**src/rtl/mips_pc_pkg.sv**
```systemverilog
// rtl/mips_pc_pkg.sv - shared constants and FSM state type for the IF-stage PC unit
package mips_pc_pkg;

  localparam logic [31:0] RESET_PC_DEFAULT = 32'h0000_3000;
  localparam logic [31:0] INSTR_BYTES      = 32'd4;

  typedef enum logic {
    BOOT = 1'b0,
    RUN  = 1'b1
  } pc_state_e;

endpackage

```
**src/rtl/pc_next_sel.sv**
```systemverilog
// rtl/pc_next_sel.sv - control-transfer target arithmetic and next-PC priority mux
module pc_next_sel
  import mips_pc_pkg::*;
(
  input  logic [31:0] pc,
  input  logic        run,
  input  logic        stall,
  input  logic [31:0] id_pc_plus4,
  input  logic        br_beq,
  input  logic        br_bne,
  input  logic        zero,
  input  logic [15:0] br_offset,
  input  logic        jump,
  input  logic [25:0] jump_index,
  input  logic        jr,
  input  logic [31:0] jr_target,
  output logic [31:0] pc_plus4,
  output logic [31:0] next_pc,
  output logic        taken,
  output logic        redirect,
  output logic        jr_misaligned
);

  logic [31:0] br_dest;
  logic [31:0] j_dest;
  logic [31:0] jr_dest;

  assign pc_plus4 = pc + INSTR_BYTES;

  // Wrap past either end of the address space is intentionally silent.
  assign br_dest = id_pc_plus4 + {{14{br_offset[15]}}, br_offset, 2'b00};
  assign j_dest  = {id_pc_plus4[31:28], jump_index, 2'b00};
  assign jr_dest = {jr_target[31:2], 2'b00};

  assign taken         = (br_beq & zero) | (br_bne & ~zero);
  assign jr_misaligned = jr & (jr_target[1:0] != 2'b00);

  // ID holds garbage during the boot bubble, so transfers only count in RUN.
  assign redirect = run & (jr | jump | taken);

  always_comb begin
    next_pc = pc_plus4;
    if (stall) begin
      next_pc = pc;
    end else if (run && jr) begin
      next_pc = jr_dest;
    end else if (run && jump) begin
      next_pc = j_dest;
    end else if (run && taken) begin
      next_pc = br_dest;
    end
  end

endmodule

```
**src/rtl/if_pc_redirect.sv**
```systemverilog
// rtl/if_pc_redirect.sv - IF-stage PC register, boot FSM and IF/ID flush generation
// Optional branch statistics counters are built when IF_PC_BRANCH_STATS_EN is defined.
module if_pc_redirect
  import mips_pc_pkg::*;
#(
  parameter logic [31:0] RESET_PC = RESET_PC_DEFAULT,
  parameter int          ADDR_W   = 32
) (
  input  logic              clk,
  input  logic              reset,
  input  logic              stall,
  input  logic [ADDR_W-1:0] id_pc_plus4,
  input  logic              br_beq,
  input  logic              br_bne,
  input  logic              zero,
  input  logic [15:0]       br_offset,
  input  logic              jump,
  input  logic [25:0]       jump_index,
  input  logic              jr,
  input  logic [ADDR_W-1:0] jr_target,
  output logic [ADDR_W-1:0] pc,
  output logic [ADDR_W-1:0] pc_plus4,
  output logic              fetch_valid,
  output logic              if_id_flush,
  output logic              jr_misaligned
`ifdef IF_PC_BRANCH_STATS_EN
  ,
  output logic [31:0]       br_count,
  output logic [31:0]       br_taken_count
`endif
);

  pc_state_e   state;
  pc_state_e   state_next;
  logic [31:0] next_pc;
  logic        taken;
  logic        redirect;
  logic        run;

  assign run = (state == RUN);

  pc_next_sel u_sel (
    .pc            (pc),
    .run           (run),
    .stall         (stall),
    .id_pc_plus4   (id_pc_plus4),
    .br_beq        (br_beq),
    .br_bne        (br_bne),
    .zero          (zero),
    .br_offset     (br_offset),
    .jump          (jump),
    .jump_index    (jump_index),
    .jr            (jr),
    .jr_target     (jr_target),
    .pc_plus4      (pc_plus4),
    .next_pc       (next_pc),
    .taken         (taken),
    .redirect      (redirect),
    .jr_misaligned (jr_misaligned)
  );

  always_comb begin
    state_next = state;
    case (state)
      BOOT:    state_next = RUN;
      RUN:     state_next = RUN;
      default: state_next = BOOT;
    endcase
  end

  always_ff @(posedge clk) begin
    if (reset) begin
      state <= BOOT;
      pc    <= RESET_PC;
    end else begin
      state <= state_next;
      pc    <= next_pc;
    end
  end

  assign fetch_valid = run;
  assign if_id_flush = redirect & ~stall;

`ifdef IF_PC_BRANCH_STATS_EN
  always_ff @(posedge clk) begin
    if (reset) begin
      br_count       <= 32'd0;
      br_taken_count <= 32'd0;
    end else if ((br_beq | br_bne) && !stall && run) begin
      br_count <= br_count + 32'd1;
      if (taken) begin
        br_taken_count <= br_taken_count + 32'd1;
      end
    end
  end
`endif

endmodule

```
**config.mk**
```make
export PLATFORM = sky130hd
export DESIGN_NAME = if_pc_redirect
export DESIGN_NICKNAME = d
export VERILOG_FILES = /design/src/rtl/mips_pc_pkg.sv /design/src/rtl/pc_next_sel.sv /design/src/rtl/if_pc_redirect.sv
export SDC_FILE = /design/constraint.sdc
export NUM_CORES = 1
export LEC_CHECK = 0
export CAP_MARGIN = 20
export CORE_UTILIZATION = 40
export CTS_CLUSTER_DIAMETER = 150
export DETAILED_ROUTE_END_ITERATION = 10
export MAX_ROUTING_LAYER = met4
export PLACE_DENSITY = 0.86
export SLEW_MARGIN = 10
export SYNTH_ARGS = -nofsm -noshare
export SYNTH_HDL_FRONTEND = slang
export SYNTH_SLANG_ARGS = --single-unit
export TNS_END_PERCENT = 1
```
**constraint.sdc**
```tcl
create_clock -name clk -period 3.9 [get_ports clk]
set_input_delay 0.39 -clock clk [delete_from_list [all_inputs] [get_ports clk]]
set_output_delay 0.39 -clock clk [all_outputs]
set_load 0.02 [all_outputs]
```
==> results <==
- The highest clock frequency the design can meet is 286.0 MHz.
- Dividing the final minimum period by the clock period gives 0.8965.
- The analysis attributes to net switching a power of 0.0006189 W.
- For the worst-skew pair, the clock arrives at the later sink with an insertion delay of 0.29 ns.
- The global-route usage over all layers is 0.3138.
- At the worst endpoint, the arrival time is 3.11 ns.
- The initial antenna violation count is 0.
- The residual antenna-violating net count after detailed routing is 0.
- Detailed routing inserted a total of 5501 vias.
- The layout overhead on the synthesized area is 46.88%.
- For the pin with the worst max-slew slack, the measured transition is 0.8024 ns.
- The cell with the largest stage delay on the worst path is sky130_fd_sc_hd__clkdlybuf4s50_1.
- On the worst path, the slowest cell contributes a delay of 0.67 ns.
- The die covers 11100 um^2.
- The CTS tree is done.
- Counting I/O delays and the setup requirement, the final critical path takes 3.497 ns.
- The endpoint class of the critical path is an output pin.
- After synthesis, the cell types taking the most area are sky130_fd_sc_hd__dfxtp_1 15%, sky130_fd_sc_hd__ha_1 8.8%, sky130_fd_sc_hd__a21oi_1 7.6%.
- Summed over all nets, the half-perimeter wirelength after detailed placement is 13430 um.
- The worst voltage drop across the vdd grid is 0.1726 mV.
- Max-cap violations in this run came to 0.
- During synthesis, Yosys emitted a total of 0 warnings.
- In the final layout, the share of cells above drive strength 1 is 0.04302.
- For this run, the detailed router's first-pass iteration total came to 5.
- The biggest area consumer among synthesized cells is sky130_fd_sc_hd__dfxtp_1.
- In the final design database the tool counted 911 nets.
- The depth of the CTS H-tree is 2.
- The quantity of I/O buffers inserted on ports is 180.
- Setup violations remaining at the end of the flow were counted as 0.
- The number of distinct library cell variants in the gate-level netlist after synthesis is 66.
- The count of state elements after synthesis is 33.
- The number of max-slew violations in the final report is 0.
- The count of clock tree sinks is 33.
- The number of hold violations in the final report is 0.
- Before CTS, the worst setup slack after placement is 0.2658 ns.
- The register share of total power is 0.268.
- The post-cts repair resize count is 0.
- The area of the mapped netlist is 4273 um^2.
- The floorplan step defined a core boundary enclosing 10320 um^2.
- The remaining global-route overflow is 0.
- Each instance of the synthesized netlist takes up on average 7.051 um^2.
- The cell sitting at the root of the clock tree is a sky130_fd_sc_hd__clkbuf_8.
- The repair_antennas step left the layout with diodes totalling 0.
- The total power of the final layout is 0.001535 W.
- Between clock sinks in the finished design, the worst skew comes to 0.004727 ns.
- The hold buffer count at cts is 0.
- The run finished with clean final reports.
- The initial utilization of the core area, before any placement, comes to 0.4139.
- Setup repair after global routing left no endpoint under its margin.
- In this run the vertical extent of the chip is 105.4 um.
- The worst pin sits at a relative slew slack of 0.4638.
- Pin placement for this block handled 181 I/O pins.
- In the synthesized netlist, the cells that appear most often are 65 x sky130_fd_sc_hd__a21oi_1, 63 x sky130_fd_sc_hd__nand2_1, 59 x sky130_fd_sc_hd__nor2_1.
- After detailed routing, the number of remaining DRC violations is 0.
- Measured along the x axis, the die boundary spans 105.4 um.
- The standard cell area after detailed placement is 6175 um^2.
- The critical path in this run is classified as reg2out.
- For this design the static power due to leakage is 2.385 nW.
- The first global-routing pass estimated 27150 um of wire.
- For this block, the routed nets add up to 17360 um of wire.
- The primary flip-flop cell chosen by synthesis mapping is sky130_fd_sc_hd__dfxtp_1.
- The pin count of the biggest net entering global routing is 64.
- The gate count of the mapped netlist is 606.
- The DRC violation total after the first TritonRoute iteration is 455.
- After floorplanning, the core was divided into 37 placement rows.
- The via count of the first global-routing pass was 5267.
- Setup slack on the critical path of the routed design comes to 0.4035 ns.
- The share of synthesized area in the top cell type comes to 0.1546.
- Routability-driven placement finished with a final weighted congestion of 0.9896.
- The setup TNS is 0 ns.
- In this run the post-CTS setup repair buffer count came out at 0.
- The final design instance area without fill is 6276 um^2.
- In this run the deepest clock path goes through 2 buffers.
- The internal power component is 0.0009158 W.
- The async set-or-reset flop fraction in the synthesized netlist is 0.
- In this run the worst path has a maximum fanout of 7.
- Counting the fill cells in the layout gives 934.
- Of the total power, the share spent switching nets is 0.4033.
- The number of nets handed over by synthesis was 751.
- The worst hold-check path type is reg2reg.
- The post-synthesis sequential area ratio is 0.1546.
- The worst setup path is launched from a flip-flop.
- The per-cell via count in the routed design is 6.092.
- The number of buffers created by CTS is 5.
- Traced cell by cell, the critical path runs through and4_1 > nand4_1 > nor3_2 > nand3_1 > xnor2_1 > clkdlybuf4s50_1.
- The clock transition at the register clock pins on the worst setup and hold paths after CTS is 0.08 ns.
- The count of flip-flops with a built-in enable after synthesis is 0.
- The share of total power dissipated in the clock network is 0.194.
- The post-detailed-route wirelength per cell is 19.22 um.
- The areal power density over the cells is 244.5 nW/um^2.
- The part of the total power dissipated in combinational logic is 0.539.
- The worst endpoint required time is 3.51 ns.
- The most common cell in the netlist is sky130_fd_sc_hd__a21oi_1.
==> final cells by class <==
cell class | instances | area, um^2 | area share
multi-input combinational | 513 | 3382 | 0.5389
timing repair buffer | 191 | 1879 | 0.2994
sequential | 33 | 660.6 | 0.1053
tap | 136 | 170.2 | 0.02711
clock buffer | 7 | 96.34 | 0.01535
inverter | 22 | 82.58 | 0.01316
clock inverter | 1 | 5.005 | 0.0007974
==> metal layers <==
metal | track usage | part of all wire | wire (um) | vias up
met5 | - | 0 | 0 | -
met4 | 0.1187 | 0.033 | 569 | 0
met3 | 0.03834 | 0.089 | 1540 | 47
met2 | 0.5108 | 0.47 | 8192 | 333
met1 | 0.3968 | 0.41 | 7058 | 2534
li1 | - | - | - | 2587
==> power by group through the flow <==
stage | logic (W) | clock network, W | registers [W]
finish | 0.000827 | 0.000297 | 0.000411
global route | 0.000882 | 0.000313 | 0.000414
CTS | 0.000817 | 0.000296 | 0.000408
detailed placement | 0.000812 | 0 | 0.000416
global placement | 0.000803 | 0 | 0.000414
floorplan | 0.000436 | 0 | 0.000433
==> critical path: cells and delay by family (launching register included) <==
kind | cells | cell delay [ns]
xor gates and xnor gates | 1 | 0.33
and+or+nand+nor | 4 | 1.32
DFF | 1 | 0.49
buffers and inverters | 1 | 0.67
==> cell families (layout without fill, tap and decap cells) <==
logic type      Yosys count  in the layout  synth area share
fa+ha+maj                31             31           0.09253
flops                    33             33            0.1546
mux                       7              7           0.01698
compound gates          214            214            0.3411
xor+xnor                 48             48           0.09839
simple gates            213            213            0.2419
buf+inv                  60            221           0.05446
==> cell usage in the layout (no fill, tap or decap), drive strengths merged, types with 3 or more instances in the layout <==
master / netlist / layout
a2111oi: 4 / 4
a211oi: 6 / 6
a21o: 19 / 19
a21oi: 65 / 65
a221oi: 11 / 11
a311oi: 4 / 4
a31oi: 5 / 5
and2: 3 / 3
and3: 7 / 7
and4: 6 / 6
buf: 5 / 12
clkbuf: 33 / 7
clkdlybuf4s50: 0 / 179
dfxtp: 33 / 33
ha: 30 / 30
inv: 22 / 22
mux2i: 5 / 5
nand2: 63 / 63
nand2b: 4 / 4
nand3: 21 / 21
nand4: 11 / 11
nor2: 59 / 59
nor2b: 3 / 3
nor3: 17 / 17
nor3b: 3 / 3
nor4: 3 / 3
o211ai: 16 / 16
o21a: 6 / 6
o21ai: 32 / 32
o21bai: 3 / 3
o221ai: 4 / 4
o22ai: 15 / 15
o311ai: 5 / 5
o31ai: 3 / 3
or3: 6 / 6
xnor2: 33 / 33
xor2: 15 / 15
==> final timing paths <==
path,from,end,slack (ns),cells past startpoint
min,pc[0],pc[0],0.48,2
max reg2reg,pc[4],pc[27],1.04,8
min reg2reg,pc[0],pc[0],0.48,2
max,pc[4],pc_plus4[21],0.40,6
==> sequential cells by signal, summed over array words and instances (netlist names) <==
register     flops
fetch_valid      1
pc              32
==> through the flow <==
stage	cells	hold slack, ns	utilization
6_report	903	0.4816	0.6079
3_3_place_gp	895	0.4528	0.5981
4_1_cts	903	0.4850	0.6079
2_1_floorplan	606	0.5400	-
5_1_grt	903	0.5007	0.6079
3_5_place_dp	895	0.4719	0.5981
No activity file was read; power rests on OpenSTA's default activity.
